$ cat src/rtl/fft_pkg.sv
// fft_pkg: shared FFT datapath types and constants
package fft_pkg;
    localparam int DW = 16;
    localparam int BFLY_LATENCY = 3;
    localparam int COEFF_FRAC = DW - 1;
    typedef struct packed {
        logic signed [DW-1:0] re;
        logic signed [DW-1:0] im;
    } cplx_t;
endpackage

$ cat src/rtl/cmult_pipe.sv
// cmult_pipe: two-stage registered complex multiply b*W (Q1.(DW-1) twiddle) with a and valid forwarded
module cmult_pipe
    import fft_pkg::*;
#(
    parameter int DATA_WIDTH = DW
) (
    input  logic                         clk,
    input  logic                         rst,
    input  logic                         en,
    input  logic                         in_valid,
    input  logic signed [DATA_WIDTH-1:0] a_re,
    input  logic signed [DATA_WIDTH-1:0] a_im,
    input  logic signed [DATA_WIDTH-1:0] b_re,
    input  logic signed [DATA_WIDTH-1:0] b_im,
    input  logic signed [DATA_WIDTH-1:0] w_re,
    input  logic signed [DATA_WIDTH-1:0] w_im,
    output logic                         out_valid,
    output logic signed [DATA_WIDTH-1:0] a_dly_re,
    output logic signed [DATA_WIDTH-1:0] a_dly_im,
    output logic signed [DATA_WIDTH-1:0] bw_re,
    output logic signed [DATA_WIDTH-1:0] bw_im
);
    localparam int P = 2 * DATA_WIDTH;
    localparam int FRAC = DATA_WIDTH - 1;

    logic signed [P-1:0]          p_rr, p_ii, p_ri, p_ir;
    logic signed [DATA_WIDTH-1:0] s1_a_re, s1_a_im;
    logic                         s1_valid;

    // S1: register the four partial products alongside a and valid
    always_ff @(posedge clk) begin
        if (rst) begin
            p_rr     <= '0;
            p_ii     <= '0;
            p_ri     <= '0;
            p_ir     <= '0;
            s1_a_re  <= '0;
            s1_a_im  <= '0;
            s1_valid <= 1'b0;
        end else if (en) begin
            p_rr     <= b_re * w_re;
            p_ii     <= b_im * w_im;
            p_ri     <= b_re * w_im;
            p_ir     <= b_im * w_re;
            s1_a_re  <= a_re;
            s1_a_im  <= a_im;
            s1_valid <= in_valid;
        end
    end

    // S2: combine products and drop FRAC LSBs (floor); the dropped MSB makes -1*-1 wrap
    always_ff @(posedge clk) begin
        if (rst) begin
            bw_re     <= '0;
            bw_im     <= '0;
            a_dly_re  <= '0;
            a_dly_im  <= '0;
            out_valid <= 1'b0;
        end else if (en) begin
            bw_re     <= DATA_WIDTH'((p_rr - p_ii) >>> FRAC);
            bw_im     <= DATA_WIDTH'((p_ri + p_ir) >>> FRAC);
            a_dly_re  <= s1_a_re;
            a_dly_im  <= s1_a_im;
            out_valid <= s1_valid;
        end
    end
endmodule

$ cat src/rtl/butterfly2_dit_pipe.sv
// butterfly2_dit_pipe: pipelined radix-2 DIT butterfly c = a + b*W, d = a - b*W; BFLY_DIT_SCALE_EN halves outputs
module butterfly2_dit_pipe
    import fft_pkg::*;
#(
    parameter int DATA_WIDTH = DW
) (
    input  logic                         clk,
    input  logic                         rst,
    input  logic                         in_valid,
    output logic                         in_ready,
    input  logic signed [DATA_WIDTH-1:0] a_re,
    input  logic signed [DATA_WIDTH-1:0] a_im,
    input  logic signed [DATA_WIDTH-1:0] b_re,
    input  logic signed [DATA_WIDTH-1:0] b_im,
    input  logic signed [DATA_WIDTH-1:0] coeff_re,
    input  logic signed [DATA_WIDTH-1:0] coeff_im,
    output logic                         out_valid,
    input  logic                         out_ready,
    output logic signed [DATA_WIDTH-1:0] c_re,
    output logic signed [DATA_WIDTH-1:0] c_im,
    output logic signed [DATA_WIDTH-1:0] d_re,
    output logic signed [DATA_WIDTH-1:0] d_im
);
    logic                         en;
    logic                         s2_valid;
    logic signed [DATA_WIDTH-1:0] s2_a_re, s2_a_im, bw_re, bw_im;
    logic signed [DATA_WIDTH-1:0] c_re_n, c_im_n, d_re_n, d_im_n;

    assign en       = out_ready || !out_valid;
    assign in_ready = en;

    cmult_pipe #(.DATA_WIDTH(DATA_WIDTH)) u_cmult (
        .clk      (clk),
        .rst      (rst),
        .en       (en),
        .in_valid (in_valid),
        .a_re     (a_re),
        .a_im     (a_im),
        .b_re     (b_re),
        .b_im     (b_im),
        .w_re     (coeff_re),
        .w_im     (coeff_im),
        .out_valid(s2_valid),
        .a_dly_re (s2_a_re),
        .a_dly_im (s2_a_im),
        .bw_re    (bw_re),
        .bw_im    (bw_im)
    );

`ifdef BFLY_DIT_SCALE_EN
    logic signed [DATA_WIDTH:0] sum_re, sum_im, dif_re, dif_im;

    // one guard bit keeps the sum exact before the halving shift
    always_comb begin
        sum_re = (DATA_WIDTH+1)'(s2_a_re) + (DATA_WIDTH+1)'(bw_re);
        sum_im = (DATA_WIDTH+1)'(s2_a_im) + (DATA_WIDTH+1)'(bw_im);
        dif_re = (DATA_WIDTH+1)'(s2_a_re) - (DATA_WIDTH+1)'(bw_re);
        dif_im = (DATA_WIDTH+1)'(s2_a_im) - (DATA_WIDTH+1)'(bw_im);
        c_re_n = DATA_WIDTH'(sum_re >>> 1);
        c_im_n = DATA_WIDTH'(sum_im >>> 1);
        d_re_n = DATA_WIDTH'(dif_re >>> 1);
        d_im_n = DATA_WIDTH'(dif_im >>> 1);
    end
`else
    // plain wrapping add/sub at DATA_WIDTH bits
    always_comb begin
        c_re_n = s2_a_re + bw_re;
        c_im_n = s2_a_im + bw_im;
        d_re_n = s2_a_re - bw_re;
        d_im_n = s2_a_im - bw_im;
    end
`endif

    // S3: output register, held while downstream stalls
    always_ff @(posedge clk) begin
        if (rst) begin
            c_re      <= '0;
            c_im      <= '0;
            d_re      <= '0;
            d_im      <= '0;
            out_valid <= 1'b0;
        end else if (en) begin
            c_re      <= c_re_n;
            c_im      <= c_im_n;
            d_re      <= d_re_n;
            d_im      <= d_im_n;
            out_valid <= s2_valid;
        end
    end
endmodule
$ cat config.mk
export PLATFORM = sky130hd
export DESIGN_NAME = butterfly2_dit_pipe
export DESIGN_NICKNAME = d
export VERILOG_FILES = /design/src/rtl/fft_pkg.sv /design/src/rtl/cmult_pipe.sv /design/src/rtl/butterfly2_dit_pipe.sv
export SDC_FILE = /design/constraint.sdc
export NUM_CORES = 2
export LEC_CHECK = 0
export ABC_AREA = 1
export BUFFER_PORTS_ARGS = -buffer_cell sky130_fd_sc_hd__buf_4
export CELL_PAD_IN_SITES_DETAIL_PLACEMENT = 1
export CELL_PAD_IN_SITES_GLOBAL_PLACEMENT = 1
export CORE_UTILIZATION = 40
export DETAILED_ROUTE_END_ITERATION = 12
export PLACE_DENSITY_LB_ADDON = 0.1
export SLEW_MARGIN = 20
export SYNTH_ARGS = -nofsm -noshare
export SYNTH_HDL_FRONTEND = slang
export SYNTH_SLANG_ARGS = --single-unit
$ cat constraint.sdc
create_clock -name clk -period 10.85 [get_ports clk]
set_input_delay 3.255 -clock clk [delete_from_list [all_inputs] [get_ports clk]]
set_output_delay 3.255 -clock clk [all_outputs]
set_load 0.01 [all_outputs]
==> impl_results.md <==
- Area delta synth->final: 6.451%
- Core area: 145,700 µm²
- Post-synthesis sequential area ratio: 0.09705
- Avg Inst Size Synth: 7.207 µm²
- Initial antenna violation count: 3
- Endpoints failing hold: 0
- Clock buffer depth: 3
- TNS Setup: 0 ps
- Mapped Nets: 9,723
- F_max: approximately 0.11 GHz
- YS warnings: 0
- Crit Path Max Fanout: 32
- Prevailing post-synth register cell: dfxtp_1
- Die W: 385.4 µm
- Post-CTS setup buffer count: 0
- Commonest non-fill, non-tap cell in the layout: inv_1
- Most frequent cells in the layout: 2,279 x inv_1, 1,874 x nand2_1, 1,028 x fa_1
- Status: finished, final reports clean
- DR vias/cell: 5.055
- Area leader, netlist: fa_1
- Yosys cell types: 49
- Post-synth EDFFs: 0
- M2 GR Usage: 0.4971
- Post-CTS sizing: 0
- Num CTS Buffers: 37
- Mapped Cells: approximately 8.2k
- Die Area: 148,500 µm²
- Final setup vio count: 0
- Clock Skews: 34.58 ps
- Fin. max-slew vios: 0
- Clock latency at the later pin of the worst-skew pair: ~600 ps
- First-pass GRT wire length: roughly 330,000 µm
- Starting DRT DRC Count: 2,451
- Hold bufs inserted after CTS: 0
- Clock Sink Count: 285
- Routing usage on met3: 0.02665
- Dpl ws: ~1400 ps
- Root Buffer: clkbuf_16
- Crit end category: flip-flop
- Setup crit start kind: input port
- Grt total ovfl: 0
- Synthesis-stage register bit count: 285
- Vias in the first global route: ~56k
- Clock Pin Slew Worst Setup and Hold Paths: 60 ps
- I/O pin cnt: 166
- Layout cell share with drive strength beyond 1: 0.03744
- Slew @ Worst Pin: 1032 ps
- Post-route ant nets: 0
- Synth top area cells: fa_1 35%, inv_1 15%, nand2_1 12%, dfxtp_1 9.7%, ha_1 9.3%
- Yosys top cell area share: 0.3501
- TritonCTS clock tree: built
- Routed WL: 206,000 µm
- Htree depth: 2
- Max-cap violations: 0
- Port Buf Inserts: 165
- Unrepaired setup endpoints after global routing: no
- Die height: about 390 µm
- DR vias: 50.61k
- Hold Path Class: reg -> reg
- Drt drc: 0
- Wire length per cell: a little over 20 µm
- R2R Setup Slk: 8000 ps
- Starting Density: 0.4034
- CP Data Arrival Time: 9460 ps
- Setup WS post-layout: 1872 ps
- Placed cell count: 9,944
- Rows: 140
- Pin count of the biggest net entering global routing: roughly 120
- Tcrit/Tclk final: 0.8275
- GPL Wtd Cong: 0.9157
- Met1 Track Usage GR: 0.3787
- Crit Path Class: in -> reg
- Nets@finish: 9,632
- Crit path required time: 11,330 ps
- GR peak layer: met2
- Ys async rst share: 0
- First drt pass iteration count: 7
- Mapped cell area: 58,790 µm²
- Finished Layout Cells: between 10k and 15k
- Overall Global Routing Usage: 0.2861
- Detailed Place HPWL: ~160,000 µm
- Max-slew headroom: 0.3117
- Minimum clock period: 8978 ps
-- final timing paths --
path	from	end	cells past startpoint
worst max-delay path	b_im[15]	u_cmult.p_ii[25]$_SDFFE_PP0P_	22
worst min-delay path	u_cmult.p_ii[2]$_SDFFE_PP0P_	u_cmult.p_ii[2]$_SDFFE_PP0P_	2
worst max register to register	out_valid$_SDFFE_PP0P_	u_cmult.p_ri[20]$_SDFFE_PP0P_	8
worst min register to register	u_cmult.p_ii[2]$_SDFFE_PP0P_	u_cmult.p_ii[2]$_SDFFE_PP0P_	2
-- state kept, by name (all words and copies together), names as in the netlist --
register and count:
u_cmult.a_dly_re 16, c_re 16, out_valid 1, d_im 15, u_cmult.s1_a_re 16, u_cmult.out_valid 1
d_re 15, u_cmult.p_ii 31, u_cmult.bw_re 16, u_cmult.p_ri 31, u_cmult.bw_im 16, c_im 16
u_cmult.p_rr 31, u_cmult.p_ir 31, u_cmult.a_dly_im 16, u_cmult.s1_valid 1, u_cmult.s1_a_im 16
-- metrics by stage --
step,util,hold WS [ps],area (µm²)
3_5_place_dp,0.4206,459.7,61310
6_report,0.4294,463.1,62580
5_1_grt,0.4294,503.1,62580
2_1_floorplan,-,433.2,58790
3_3_place_gp,0.4206,454.6,61310
4_1_cts,0.4293,469.0,62570
-- routing by layer --
metal  up-vias  share of wire
li1      23655              -
met1     25808           0.44
met2       921           0.49
met3       228          0.039
met4         0          0.030
met5         -              0
-- critical path: stages --
cell and delay (ps):
buf_4 260, nand2_1 190, inv_1 110, fa_1 770, inv_1 130, fa_1 560, inv_1 330, fa_1 510
fa_1 500, fa_1 490, inv_1 50, fa_1 470, inv_1 40, ha_1 410, nand2_1 150, nor2_1 220
nor3b_1 400, nand4_1 180, nand4_1 130, nand3_1 110, nand2_1 100, inv_1 40
-- synth_stat cells, types with 8 or more instances --
cell	number
inv_1	2280
nand2_1	1874
fa_1	1028
nor2_1	504
ha_1	438
o21ai_0	367
nand3_1	314
dfxtp_1	285
a21oi_1	275
clkbuf_1	250
o21bai_1	112
xor2_1	70
nand4_1	58
o211ai_1	39
nor3_1	36
buf_2	31
xnor2_1	25
buf_1	15
or2_2	15
a21o_1	14
nand3b_1	14
nand2_2	13
nor4_1	12
nor2_2	8
o21a_1	8
-- kinds of logic (layout without fill, tap and decap cells) --
logic type / after synthesis / after routing / share of synthesized area
simple gates: 2869 / 2869 / 0.1974
buf+inv: 2593 / 2530 / 0.1670
other cells: 0 / 2 / 0
xor+xnor: 95 / 95 / 0.01415
flops: 285 / 285 / 0.09705
fa+ha+maj: 1466 / 1466 / 0.4433
compound gates: 849 / 849 / 0.08109
-- layout make-up --
type | count | area, µm²
fillers | 18428 | 83160
multi-input cells | 5279 | 43270
clock inverters | 23 | 274.0
repair buffers | 179 | 1348
well taps | 1917 | 2399
diodes | 2 | 5.005
inverters | 2284 | 8586
flip-flops and latches | 285 | 5705
clock buffers | 44 | 992.2
Power is not shown: default switching activity piles up to over one toggle a cycle in this logic, so the estimate is an artifact.
